<file path="config.mk">
export PLATFORM = sky130hd
export DESIGN_NAME = rggen_axi4lite_wide_register_array
export DESIGN_NICKNAME = d
export VERILOG_FILES = /design/src/rtl/rggen_axi4lite_wide_register_array.sv
export SDC_FILE = /design/constraint.sdc
export NUM_CORES = 1
export LEC_CHECK = 0
export ABC_AREA = 1
export BUFFER_PORTS_ARGS = -buffer_cell sky130_fd_sc_hd__buf_2
export CELL_PAD_IN_SITES_DETAIL_PLACEMENT = 0
export CELL_PAD_IN_SITES_GLOBAL_PLACEMENT = 1
export CORE_AREA = 8 8 437 439
export DETAILED_ROUTE_END_ITERATION = 7
export DIE_AREA = 0 0 445 447
export MAX_ROUTING_LAYER = met4
export PLACE_DENSITY_LB_ADDON = 0.1
export SYNTH_ARGS = -nofsm -noshare
export SYNTH_HDL_FRONTEND = slang
export SYNTH_SLANG_ARGS = --single-unit
</file>
<file path="constraint.sdc">
create_clock -name i_clk -period 1.8 [get_ports i_clk]
set_clock_uncertainty 0.15 [all_clocks]
set_input_delay 0.09 -clock i_clk [delete_from_list [all_inputs] [get_ports i_clk]]
set_output_delay 0.09 -clock i_clk [all_outputs]
set_load 0.01 [all_outputs]
</file>
<file path="src/rtl/rggen_axi4lite_wide_register_array.sv">
// AXI4-Lite register array of ENTRIES wide registers with per-bit RW/RO masking.
// Writes to lower bus words are staged and land atomically with the top word;
// a word-0 read snapshots the entry so later words read tear-free.
// Bus ports carry the rggen_axi4lite_if slave signals as discrete wires.
`timescale 1ns / 1ps
module rggen_axi4lite_wide_register_array #(
    parameter int                    ADDRESS_WIDTH = 8,
    parameter int                    BUS_WIDTH     = 32,
    parameter int                    DATA_WIDTH    = 64,
    parameter int                    ENTRIES       = 8,
    parameter int unsigned           BASE_ADDRESS  = 0,
    parameter logic [DATA_WIDTH-1:0] RW_MASK       = '1,
    parameter logic [DATA_WIDTH-1:0] INITIAL_VALUE = '0,
    parameter bit                    WRITE_FIRST   = 1'b1
) (
    input  logic                          i_clk,
    input  logic                          i_rst_n,
    input  logic [ADDRESS_WIDTH-1:0]      awaddr_i,
    input  logic                          awvalid_i,
    output logic                          awready_o,
    input  logic [BUS_WIDTH-1:0]          wdata_i,
    input  logic [BUS_WIDTH/8-1:0]        wstrb_i,
    input  logic                          wvalid_i,
    output logic                          wready_o,
    output logic                          bvalid_o,
    input  logic                          bready_i,
    output logic [1:0]                    bresp_o,
    input  logic [ADDRESS_WIDTH-1:0]      araddr_i,
    input  logic                          arvalid_i,
    output logic                          arready_o,
    output logic                          rvalid_o,
    input  logic                          rready_i,
    output logic [BUS_WIDTH-1:0]          rdata_o,
    output logic [1:0]                    rresp_o,
    input  logic [ENTRIES*DATA_WIDTH-1:0] i_value,
    output logic [ENTRIES*DATA_WIDTH-1:0] o_value,
    output logic [ENTRIES-1:0]            o_write_trigger
);

    localparam int         WORDS       = DATA_WIDTH / BUS_WIDTH;
    localparam int         BYTES       = BUS_WIDTH / 8;
    localparam int         ENTRY_BYTES = DATA_WIDTH / 8;
    localparam int         LSB         = $clog2(BYTES);
    localparam int         ENTRY_W     = (ENTRIES > 1) ? $clog2(ENTRIES) : 1;
    localparam int         BEAT_W      = (WORDS > 1) ? $clog2(WORDS) : 1;
    localparam logic [1:0] OKAY        = 2'b00;
    localparam logic [1:0] SLVERR      = 2'b10;

    typedef enum logic [2:0] {IDLE, WRITE, READ, WAIT_B, WAIT_R} state_e;

    typedef struct packed {
        logic               hit;
        logic [ENTRY_W-1:0] entry;
        logic [BEAT_W-1:0]  beat;
    } decode_t;

    // Byte address -> (in range, entry, beat); sub-word address bits drop out in the shift.
    function automatic decode_t decode(input logic [ADDRESS_WIDTH-1:0] addr);
        int unsigned a;
        int unsigned word;
        int unsigned ent;
        decode_t     d;
        a       = 32'(addr);
        word    = (a - BASE_ADDRESS) >> LSB;
        ent     = word / WORDS;
        d.hit   = (a >= BASE_ADDRESS) && (ent < ENTRIES);
        d.entry = ENTRY_W'(ent);
        d.beat  = BEAT_W'(word % WORDS);
        return d;
    endfunction

    state_e                  state_q;
    logic                    awready_q, wready_q, arready_q, bvalid_q, rvalid_q;
    logic [1:0]              bresp_q, rresp_q;
    logic [BUS_WIDTH-1:0]    rdata_q, rdata_d;
    logic [DATA_WIDTH-1:0]   storage_q [ENTRIES];
    logic [DATA_WIDTH-1:0]   value_w   [ENTRIES];
    logic [DATA_WIDTH-1:0]   stage_data_q, snap_data_q;
    logic [ENTRY_BYTES-1:0]  stage_strb_q;
    logic [ENTRY_W-1:0]      stage_tag_q, snap_tag_q;
    logic                    stage_valid_q, snap_valid_q;
    logic [ENTRIES-1:0]      trigger_q;
    decode_t                 wdec, rdec;
    logic                    do_write, do_commit, do_stage, do_read, stage_match;
    logic [DATA_WIDTH-1:0]   merged_data, merged_bits;
    logic [ENTRY_BYTES-1:0]  merged_strb;

    assign wdec        = decode(awaddr_i);
    assign rdec        = decode(araddr_i);
    assign do_write    = (state_q == WRITE) && wdec.hit;
    assign do_commit   = do_write && (wdec.beat == BEAT_W'(WORDS - 1));
    assign do_stage    = do_write && !do_commit;
    assign do_read     = (state_q == READ) && rdec.hit;
    // A staged word only counts toward the entry it was staged for. With WORDS == 1
    // every write commits, so the staging flops never load and fold away.
    assign stage_match = stage_valid_q && (stage_tag_q == wdec.entry);

    // Live register view: RW bits from storage, RO bits straight from hardware.
    for (genvar e = 0; e < ENTRIES; e++) begin : g_value
        assign value_w[e] = (storage_q[e] & RW_MASK) |
                            (i_value[e*DATA_WIDTH +: DATA_WIDTH] & ~RW_MASK);
        assign o_value[e*DATA_WIDTH +: DATA_WIDTH] = value_w[e];
    end

    // Overlay the strobed bytes of the current beat onto the (matching) staged entry.
    always_comb begin
        // NOTE: every comb output gets a default first so no path can infer a latch.
        merged_data = stage_match ? stage_data_q : '0;
        merged_strb = stage_match ? stage_strb_q : '0;
        for (int b = 0; b < BYTES; b++) begin
            if (wstrb_i[b]) begin
                merged_data[int'(wdec.beat)*BUS_WIDTH + 8*b +: 8] = wdata_i[8*b +: 8];
            end
        end
        merged_strb[int'(wdec.beat)*BYTES +: BYTES] |= wstrb_i;
        for (int b = 0; b < ENTRY_BYTES; b++) begin
            merged_bits[8*b +: 8] = {8{merged_strb[b]}};
        end
        merged_bits &= RW_MASK;
    end

    // Read word: snapshot for upper beats of the snapshotted entry, live otherwise.
    always_comb begin
        rdata_d = '0;
        if (rdec.hit) begin
            if ((rdec.beat != '0) && snap_valid_q && (snap_tag_q == rdec.entry)) begin
                rdata_d = snap_data_q[int'(rdec.beat)*BUS_WIDTH +: BUS_WIDTH];
            end else begin
                rdata_d = value_w[rdec.entry][int'(rdec.beat)*BUS_WIDTH +: BUS_WIDTH];
            end
        end
    end

    // Bus FSM with registered handshake and response outputs.
    always_ff @(posedge i_clk or negedge i_rst_n) begin
        if (!i_rst_n) begin
            state_q   <= IDLE;
            awready_q <= 1'b0;
            wready_q  <= 1'b0;
            arready_q <= 1'b0;
            bvalid_q  <= 1'b0;
            rvalid_q  <= 1'b0;
            bresp_q   <= OKAY;
            rresp_q   <= OKAY;
            rdata_q   <= '0;
        end else begin
            // NOTE: sequential state uses <= so every flop samples pre-edge values.
            case (state_q)
                IDLE: begin
                    if (awvalid_i && wvalid_i && (WRITE_FIRST || !arvalid_i)) begin
                        state_q   <= WRITE;
                        awready_q <= 1'b1;
                        wready_q  <= 1'b1;
                    end else if (arvalid_i) begin
                        state_q   <= READ;
                        arready_q <= 1'b1;
                    end
                end
                WRITE: begin
                    state_q   <= WAIT_B;
                    awready_q <= 1'b0;
                    wready_q  <= 1'b0;
                    bvalid_q  <= 1'b1;
                    bresp_q   <= wdec.hit ? OKAY : SLVERR;
                end
                WAIT_B: begin
                    if (bready_i) begin
                        state_q  <= IDLE;
                        bvalid_q <= 1'b0;
                    end
                end
                READ: begin
                    state_q   <= WAIT_R;
                    arready_q <= 1'b0;
                    rvalid_q  <= 1'b1;
                    rdata_q   <= rdata_d;
                    rresp_q   <= rdec.hit ? OKAY : SLVERR;
                end
                WAIT_R: begin
                    if (rready_i) begin
                        state_q  <= IDLE;
                        rvalid_q <= 1'b0;
                    end
                end
                default: state_q <= IDLE;
            endcase
        end
    end

    // Register storage: only RW bits of the committed entry change.
    always_ff @(posedge i_clk or negedge i_rst_n) begin
        if (!i_rst_n) begin
            // NOTE: the array is small and software expects defined reset values, so it is reset.
            for (int e = 0; e < ENTRIES; e++) begin
                storage_q[e] <= INITIAL_VALUE;
            end
        end else if (do_commit) begin
            storage_q[wdec.entry] <= (storage_q[wdec.entry] & ~merged_bits) |
                                     (merged_data & merged_bits);
        end
    end

    // Staging and snapshot buffers that make wide accesses atomic.
    always_ff @(posedge i_clk or negedge i_rst_n) begin
        if (!i_rst_n) begin
            stage_data_q  <= '0;
            stage_strb_q  <= '0;
            stage_tag_q   <= '0;
            stage_valid_q <= 1'b0;
            snap_data_q   <= '0;
            snap_tag_q    <= '0;
            snap_valid_q  <= 1'b0;
        end else begin
            if (do_stage) begin
                stage_data_q  <= merged_data;
                stage_strb_q  <= merged_strb;
                stage_tag_q   <= wdec.entry;
                stage_valid_q <= 1'b1;
            end else if (do_commit) begin
                stage_valid_q <= 1'b0;
            end
            if (do_read && (rdec.beat == '0)) begin
                snap_data_q  <= value_w[rdec.entry];
                snap_tag_q   <= rdec.entry;
                snap_valid_q <= 1'b1;
            end else if (do_commit && (snap_tag_q == wdec.entry)) begin
                snap_valid_q <= 1'b0;
            end
        end
    end

    // One-cycle trigger for the entry committed in the WRITE state.
    always_ff @(posedge i_clk or negedge i_rst_n) begin
        if (!i_rst_n) begin
            trigger_q <= '0;
        end else begin
            trigger_q <= do_commit ? (ENTRIES'(1) << wdec.entry) : '0;
        end
    end

    assign awready_o       = awready_q;
    assign wready_o        = wready_q;
    assign arready_o       = arready_q;
    assign bvalid_o        = bvalid_q;
    assign bresp_o         = bresp_q;
    assign rvalid_o        = rvalid_q;
    assign rresp_o         = rresp_q;
    assign rdata_o         = rdata_q;
    assign o_write_trigger = trigger_q;

endmodule

</file>
==> results of run 1 <==
cells in the mapped netlist:
library cell and n:
sky130_fd_sc_hd__a21oi_1 3, sky130_fd_sc_hd__buf_1 31, sky130_fd_sc_hd__buf_2 142, sky130_fd_sc_hd__buf_4 22, sky130_fd_sc_hd__buf_6 1, sky130_fd_sc_hd__buf_8 1, sky130_fd_sc_hd__clkbuf_1 171, sky130_fd_sc_hd__clkinv_1 4
sky130_fd_sc_hd__conb_1 1, sky130_fd_sc_hd__dfrtp_1 673, sky130_fd_sc_hd__inv_1 771, sky130_fd_sc_hd__inv_2 18, sky130_fd_sc_hd__nand2_1 3364, sky130_fd_sc_hd__nand2_2 29, sky130_fd_sc_hd__nand2_4 82, sky130_fd_sc_hd__nand2_8 5
sky130_fd_sc_hd__nand3_1 868, sky130_fd_sc_hd__nand3_2 4, sky130_fd_sc_hd__nand3_4 5, sky130_fd_sc_hd__nand3b_1 1, sky130_fd_sc_hd__nand4_1 2, sky130_fd_sc_hd__nor2_1 79, sky130_fd_sc_hd__nor2_2 7, sky130_fd_sc_hd__nor2_4 7
sky130_fd_sc_hd__nor2_8 2, sky130_fd_sc_hd__nor3_2 1, sky130_fd_sc_hd__nor3_4 1, sky130_fd_sc_hd__o21ai_0 70, sky130_fd_sc_hd__o21ai_1 3, sky130_fd_sc_hd__o22ai_1 4, sky130_fd_sc_hd__xnor2_1 3
per-stage QoR:
step | hold WS, ns | cells | setup slack, ns
2_1_floorplan | -0.356 | 6376 | 0.0415
3_3_place_gp | -0.0984 | 9637 | -0.408
5_1_grt | 0.0442 | 9969 | -0.445
6_report | 0.0550 | 9973 | -0.395
3_5_place_dp | -0.108 | 9637 | -0.434
4_1_cts | 0.00322 | 9904 | -0.339
worst paths after layout:
kind	endpoint	slack, ns
worst min-delay path	state_q[2]	0.05
worst max-delay path	o_value[127]	-0.39
max in group asynchronous	stage_data_q[5]	0.59
worst max register to register	o_value[127]	-0.39
min in group asynchronous	o_value[6]	0.06
worst min register to register	snap_data_q[48]	0.32
area by class of cell:
class                           instances  area [µm²]  share of cell area (%)
Sequential cell                       673       16800                    28.7
Clock buffer                          138        2790                    4.75
Clock inverter                         29         313                   0.533
Inverter                              793        3080                    5.25
Tap cell                             2480        3100                    5.29
Antenna cell                           28        70.1                   0.119
Timing Repair Buffer                 1289       12200                    20.7
Multi-Input combinational cell       4542       20300                    34.6
Timing Repair inverter                  1        11.3                  0.0192
worst register-to-register path: stages, from the launching register on:
cell and delay (ns):
sky130_fd_sc_hd__dfrtp_1 0.40, sky130_fd_sc_hd__inv_2 0.09, sky130_fd_sc_hd__nand3_4 0.11, sky130_fd_sc_hd__inv_6 0.12, sky130_fd_sc_hd__nand2_8 0.07, sky130_fd_sc_hd__nor2_4 0.10, sky130_fd_sc_hd__buf_6 0.12, sky130_fd_sc_hd__nand2_8 0.06
sky130_fd_sc_hd__buf_12 0.14, sky130_fd_sc_hd__nor2_4 0.14, sky130_fd_sc_hd__buf_12 0.24, sky130_fd_sc_hd__buf_12 0.21, sky130_fd_sc_hd__nand2_1 0.09, sky130_fd_sc_hd__nand2_1 0.07
cell families after synthesis:
logic type | synth area share, %
other | 0.00921
AOI/OAI and AO/OA | 0.995
DFF | 41.4
and+or+nand+nor | 46.2
buffers and inverters | 11.4
xor gates and xnor gates | 0.0645
cell usage in the layout (no fill, tap or decap), types with 20 or more instances in the layout:
cell type	instances
sky130_fd_sc_hd__clkbuf_1	20
sky130_fd_sc_hd__buf_4	326
sky130_fd_sc_hd__nand2_4	111
sky130_fd_sc_hd__nand2_8	28
sky130_fd_sc_hd__buf_16	23
sky130_fd_sc_hd__nand2_2	130
sky130_fd_sc_hd__buf_12	223
sky130_fd_sc_hd__nand2_1	3211
sky130_fd_sc_hd__clkbuf_16	122
sky130_fd_sc_hd__dfrtp_1	673
sky130_fd_sc_hd__o21ai_0	70
sky130_fd_sc_hd__diode_2	28
sky130_fd_sc_hd__clkbuf_8	21
sky130_fd_sc_hd__nand3_2	23
sky130_fd_sc_hd__nor2_1	74
sky130_fd_sc_hd__nand3_1	841
sky130_fd_sc_hd__inv_1	768
sky130_fd_sc_hd__dlygate4sd3_1	56
sky130_fd_sc_hd__buf_2	608
sky130_fd_sc_hd__clkinv_2	22
power groups by stage:
stage               clock [mW]  combinational (mW)  sequential, mW
floorplan                    0                6.39            19.4
global placement             0                14.0            20.1
detailed placement           0                14.1            20.1
CTS                       20.2                14.8            19.9
global route              20.6                16.3            20.1
finish                    19.7                14.9            19.9
flip-flops by register name, indices dropped and copies added (netlist names), 3 cells and up:
register and cells:
rdata_o 32, stage_data_q 64, snap_data_q 32, o_value 512
snap_tag_q 3, stage_tag_q 3, o_write_trigger 8, state_q 3
stage_strb_q 8
per-layer routing:
layer | global-route usage [%] | up-vias | wire length, µm | part of all wire (%)
met4 | 5.92 | 0 | 7840 | 2.9
met5 | - | - | 0 | 0
met2 | 40.6 | 1756 | 121000 | 44
met1 | 35.9 | 22700 | 125000 | 46
met3 | 4.10 | 299 | 17600 | 6.5
li1 | - | 21300 | - | -
repair_timing:
item	4_1_cts	5_1_grt
endpoints found under the setup margin	675	669
gates cloned	17	29
hold buffers	56	0
pin swaps	30	111
resized for setup	134	231
setup buffers	27	17
endpoints found under the hold margin	1205	0
==> flow_metrics.py, run 1 <==
metrics = {
    "job": {
        "drv.max_cap_violation_count": 0,
    },
    "cts": {
        "cts_root_buffer": "sky130_fd_sc_hd__clkbuf_16",
        "numCtsBuffers": 95,
        "clock_sinks": 673,
        "clock_tree_from_tritoncts": "done",
        "clk_latency_ns": 0.74,
        "cts.path.max_buffers": 3,
        "cts.clk_slew.worst_paths_ns": 0.06,
        "cts_htree_levels": 3,
    },
    "setup_path": {
        "worst_r2r_startpoint": "state_q[1]",
        "critical_path.slowest_cell": "sky130_fd_sc_hd__dfrtp_1",
        "timing.reg2reg.worst_path_depth": 13,
        "cp.arrival_ns": 2.70,
        "crit_start_category": "flop",
        "critical_path.max_fanout": 12,
        "critPathMostFrequentCell": "sky130_fd_sc_hd__buf_12",
        "critPathLaunch": "state_q[1]",
        "critical_path_type": "flop to flop",
        "critPathTopFamily": "buffers and inverters",
        "critical_path.max_stage_delay_ns": 0.40,
        "series_of_cell_instances_along_the_critical_path": "inv_2, nand3_4, inv_6, nand2_8, nor2_4, buf_6, nand2_8, buf_12, nor2_4, buf_12, buf_12, nand2_1, nand2_1",
        "cp.depth": 13,
        "worstPathBufferInverterCount": 6,
        "cp.required_ns": 2.31,
        "timing.critical_path.to_type": "flop",
    },
    "grt": {
        "grt_antenna_before_repair": 48,
        "grt_start_max_net_pins": 70,
        "grtUsageTotal_pct": 26.1,
        "grt_first_pass_wirelength_mm": 362,
        "grt.overflow.total": 0,
        "grt_pass1_vias": 43300,
    },
    "timing": {
        "setup_slack_ns": -0.395,
        "fmax_mhz": 456,
        "slew_violations": 0,
        "setup_tns_ns": -187.47,
        "grt_setup_unrepaired": "yes",
        "finalHoldViolCount": 0,
        "worst_slew_slack_as_a_fraction_of_its_limit_pct": 64.2,
        "layout_min_cycle_time_ns": 2.19,
        "final.period_utilization_pct": 122,
        "setup-violations-final": 663,
        "worst-slew-pin-transition_ns": 0.537,
    },
    "routing": {
        "detail_route.wl_per_cell_um": 27.2,
        "dr.first_iter.drc_count": 4450,
        "count_of_unresolved_drc_violations_after_routing": 0,
        "overall_via_count_from_detail_route": 46100,
        "wire_length_reported_by_the_detailed_router_mm": 271,
        "drtAntennaViolNets": 0,
        "detailedRoute.firstPassIterationCount": 6,
        "drt-vias-per-instance": 4.62,
    },
    "worst_hold_path": {
        "worst_hold_path_type": "input port to flop",
        "hold_path_depth": 4,
        "hold_path_startpoint": "rready_i",
    },
    "floorplanning": {
        "die_area_um2": 199000,
        "die_x_um": 445,
        "floorplan.initialDensity_pct": 22.1,
        "fp-row-count": 158,
        "core_area_um2": 184000,
        "fp.dieH_um": 447,
        "io_pins": 1132,
    },
    "yosys": {
        "yosys.area.top_type": "sky130_fd_sc_hd__dfrtp_1",
        "post_synthesis_mean_instance_area_um2": 6.39,
        "post_synth_inst_count": 6375,
        "synth_area_um2": 40700,
        "yosys_register_bits": 673,
        "netlist.area_leader.share_pct": 41.4,
        "ys.warnings.count": 0,
        "yosysUniqueCellTypes": 31,
        "synth_top_cells_by_area": "sky130_fd_sc_hd__dfrtp_1, sky130_fd_sc_hd__nand2_1, sky130_fd_sc_hd__nand3_1",
        "synth_seq_area_share_pct": 41.4,
    },
    "power_and_ir_drop": {
        "p_int_mw": 34.6,
        "clock_power_share_pct": 36.1,
        "pwr_cell_area_nw_per_um2": 929,
        "switching_power_as_a_share_of_total_power_pct": 36.6,
        "static-leakage-power_nw": 32.5,
        "netSwitchingPower_mw": 20.0,
        "report.power.total_mw": 54.6,
        "comb_power_share_pct": 27.4,
        "seqPwrFrac_pct": 36.5,
        "vdd_ir_drop_max_mv": 0.694,
    },
    "place": {
        "final_weighted_congestion_in_routability_driven_placement": 0.849,
        "placed_area_um2": 52000,
        "port_buffers": 613,
        "place_hpwl_mm": 193,
    },
    "finish": {
        "finish.net_count": 7966,
        "area_delta_synth_final_pct": 44.2,
        "final_layout_size_suffix_gt1_share_pct": 23.2,
        "design_area_um2": 58700,
        "num-fill-cells": 20200,
        "post-route-util_pct": 31.9,
    },
    "outcome": {
        "failed_checks": "setup timing",
        "run_status": "complete, but fails checks",
    },
}
No activity file was read; power rests on OpenSTA's default activity.
==> run 2, diff against run 1 <==
--- a/config.mk
+++ b/config.mk
@@ -6,12 +6,12 @@
 export NUM_CORES = 1
 export LEC_CHECK = 0
 export ABC_AREA = 1
-export BUFFER_PORTS_ARGS = -buffer_cell sky130_fd_sc_hd__buf_2
 export CELL_PAD_IN_SITES_DETAIL_PLACEMENT = 0
 export CELL_PAD_IN_SITES_GLOBAL_PLACEMENT = 1
 export CORE_AREA = 8 8 437 439
 export DETAILED_ROUTE_END_ITERATION = 7
 export DIE_AREA = 0 0 445 447
+export DONT_BUFFER_PORTS = 1
 export MAX_ROUTING_LAYER = met4
 export PLACE_DENSITY_LB_ADDON = 0.1
 export SYNTH_ARGS = -nofsm -noshare
==> run 2 against run 1 <==
Effect of this change: the flow finishes with violations (hold timing, setup timing); total power down 0.89%; worst setup slack worse by 0.059 ns; fmax down 2.6%; combinational power down 7%; via count down 2.4%; global-route usage about the same; clock power up 4%; cell count down 2.6%; wire length up 4.2%; core utilization down 0.68 points; sequential share of layout area up 0.63 points; register-to-register slack worse by 0.06 ns; critical endpoint is now o_value[373]; largest cell class unchanged; largest power group is now clock; highest routed layer unchanged.
==> flow_metrics.py, run 2 (synthesis results as in run 1) <==
metrics = {
    "setup_path": {
        "ff2ff_setup_slack_ns": -0.45,
        "critical_path_type": "flop to flop",
        "critical_path.max_fanout": 8,
        "cp.required_ns": 2.27,
        "critical_path.slowest_cell": "sky130_fd_sc_hd__dfrtp_1",
        "critPathTopFamily": "simple AND/OR/NAND/NOR gates",
        "timing.rr.end": "o_value[373]",
        "series_of_cell_instances_along_the_critical_path": "inv_2, nand3_4, inv_2, nand2_2, buf_6, nor2_4, nand2_4, nor2_4, buf_12, inv_12, clkbuf_16, nand2_2, nand2_1",
        "worstPathBufferInverterCount": 6,
        "critical_path.max_stage_delay_ns": 0.40,
        "timing.critical_path.to_type": "flop",
        "cp.arrival_ns": 2.73,
        "timing.reg2reg.worst_path_depth": 13,
        "crit_start_category": "flop",
        "worst_r2r_startpoint": "state_q[2]",
    },
    "routing": {
        "overall_via_count_from_detail_route": 45000,
        "detail_route.wl_per_cell_um": 29.1,
        "routedLengthMet1_mm": 121,
        "drtAntennaViolNets": 0,
        "count_of_unresolved_drc_violations_after_routing": 0,
        "detailedRoute.firstPassIterationCount": 5,
        "wire_length_reported_by_the_detailed_router_mm": 283,
        "dr.first_iter.drc_count": 3949,
        "drt-vias-per-instance": 4.63,
        "wl_met3_mm": 28.0,
        "route.met2.wl_mm": 126,
        "top_signal_layer_used": "met4",
    },
    "finish": {
        "layout_common_cells": "sky130_fd_sc_hd__nand2_1, sky130_fd_sc_hd__nand3_1, sky130_fd_sc_hd__inv_1",
        "area.sequential_um2": 16800,
        "num-fill-cells": 20200,
        "finish.net_count": 7703,
        "largest_register_ffs": 512,
        "design_area_um2": 57500,
        "final_layout_size_suffix_gt1_share_pct": 19.7,
        "multi_input_gate_area_um2": 19900,
        "final_common_cell": "sky130_fd_sc_hd__nand2_1",
        "layout.cells.non_filler": 9715,
        "area_delta_synth_final_pct": 41.1,
        "post-route-util_pct": 31.2,
    },
    "grt": {
        "grtUsageTotal_pct": 26.1,
        "grt_pass1_vias": 42100,
        "grt.overflow.total": 0,
        "grt_first_pass_wirelength_mm": 360,
        "grt_start_max_net_pins": 674,
        "grt_antenna_before_repair": 45,
    },
    "cts": {
        "cts_htree_levels": 3,
        "numCtsBuffers": 95,
        "cts.path.max_buffers": 3,
        "clock_sinks": 673,
        "clk_latency_ns": 0.75,
        "cts_root_buffer": "sky130_fd_sc_hd__clkbuf_16",
        "cts.clk_slew.worst_paths_ns": 0.06,
        "clock_tree_from_tritoncts": "done",
    },
    "outcome": {
        "failed_checks": "hold timing, setup timing",
        "run_status": "complete, but fails checks",
    },
    "floorplanning": {
        "core_area_um2": 184000,
        "fp.dieH_um": 447,
        "fp-row-count": 158,
        "io_pins": 1132,
        "die_x_um": 445,
        "floorplan.initialDensity_pct": 22.1,
        "die_area_um2": 199000,
    },
    "power_and_ir_drop": {
        "vdd_ir_drop_max_mv": 0.752,
        "static-leakage-power_nw": 31.1,
        "clock_power_share_pct": 37.9,
        "p_int_mw": 34.7,
        "switching_power_as_a_share_of_total_power_pct": 35.8,
        "comb_power_share_pct": 25.7,
        "seqPwrFrac_pct": 36.4,
        "pwr_cell_area_nw_per_um2": 941,
        "netSwitchingPower_mw": 19.4,
    },
    "timing": {
        "slew_violations": 0,
        "setup-violations-final": 664,
        "worst-slew-pin-transition_ns": 1.27,
        "finalHoldViolCount": 536,
        "setup_slack_ns": -0.454,
        "layout_min_cycle_time_ns": 2.25,
        "final.period_utilization_pct": 125,
        "fmax_mhz": 444,
        "worst_slew_slack_as_a_fraction_of_its_limit_pct": 15.5,
        "grt_setup_unrepaired": "yes",
        "final.hold.worst_slack_ns": -1.10,
    },
    "job": {
        "drv.max_cap_violation_count": 0,
    },
    "place": {
        "port_buffers": 0,
        "final_weighted_congestion_in_routability_driven_placement": 0.867,
        "place_hpwl_mm": 187,
        "post_place_worst_slack_ns": -0.564,
        "placed_area_um2": 50600,
        "place.detailed.instances": 9350,
    },
    "worst_hold_path": {
        "worst_hold_path_type": "input port to asynchronous set/reset pin",
    },
}
[run 2: changes by cell type in the layout (fill, tap and decap cells not counted), moves of 17 or more]
cell	delta
sky130_fd_sc_hd__buf_2	-608
sky130_fd_sc_hd__buf_4	+385
sky130_fd_sc_hd__buf_12	-65
sky130_fd_sc_hd__nand3_1	+27
sky130_fd_sc_hd__nand2_8	-22
sky130_fd_sc_hd__nand3_2	-21
sky130_fd_sc_hd__dlygate4sd3_1	+17
[run 2: layout make-up]
type	instances	share of cell area, %
Antenna cell	24	0.105
Clock buffer	150	5.17
Clock inverter	26	0.571
Inverter	793	5.37
Multi-Input combinational cell	4542	34.6
Sequential cell	673	29.3
Tap cell	2480	5.40
Timing Repair Buffer	1027	19.4
[run 2: per-layer routing]
metal  global-route usage [%]  up-vias
met5                        -        -
met4                     5.23        0
met3                     8.90      296
met2                     40.5     1640
met1                     33.3    22200
li1                         -    20800
[run 2: timing repair]
action                                  CTS  global route
setup endpoints to repair               665           666
setup buffers                            14            21
hold buffers                             69            12
resized for setup                        82           240
endpoints found under the hold margin  1344           590
cloned                                   15            36
pin swaps                                22            94
[run 2: worst reg2reg max path: stages, from the launching register on]
cell and delay, ns:
sky130_fd_sc_hd__dfrtp_1 0.40, sky130_fd_sc_hd__inv_2 0.08, sky130_fd_sc_hd__nand3_4 0.09, sky130_fd_sc_hd__inv_2 0.08, sky130_fd_sc_hd__nand2_2 0.06, sky130_fd_sc_hd__buf_6 0.14
sky130_fd_sc_hd__nor2_4 0.17, sky130_fd_sc_hd__nand2_4 0.14, sky130_fd_sc_hd__nor2_4 0.23, sky130_fd_sc_hd__buf_12 0.14, sky130_fd_sc_hd__inv_12 0.06, sky130_fd_sc_hd__clkbuf_16 0.24
sky130_fd_sc_hd__nand2_2 0.09, sky130_fd_sc_hd__nand2_1 0.05
[run 2: stage by stage]
step                TNS, ns  hold slack (ns)  total power [mW]
floorplan                 0           -0.356              25.8
global placement    -216.05           -0.300              32.6
detailed placement  -219.88           -0.298              32.7
CTS                 -198.84            -1.11              53.9
global route        -257.43            -1.14              56.5
finish              -214.25            -1.10              54.1
[run 2: how the worst max path moves through the flow]
stage | from | endpoint | slack [ns] | cells past startpoint
floorplan | state_q[2] | o_value[420] | 0.04 | 11
global placement | state_q[1] | o_value[79] | -0.57 | 12
detailed placement | state_q[1] | o_value[79] | -0.56 | 12
CTS | state_q[2] | o_value[116] | -0.42 | 13
global route | state_q[2] | o_value[330] | -0.50 | 13
finish | state_q[2] | o_value[373] | -0.45 | 13
[run 2: power by group through the flow]
stage | Clock, mW | Combinational, mW | Sequential [mW]
3_3_place_gp | 0 | 12.7 | 19.9
2_1_floorplan | 0 | 6.39 | 19.4
6_report | 20.5 | 13.9 | 19.7
4_1_cts | 21.0 | 13.2 | 19.7
5_1_grt | 21.5 | 15.2 | 19.8
3_5_place_dp | 0 | 12.7 | 19.9
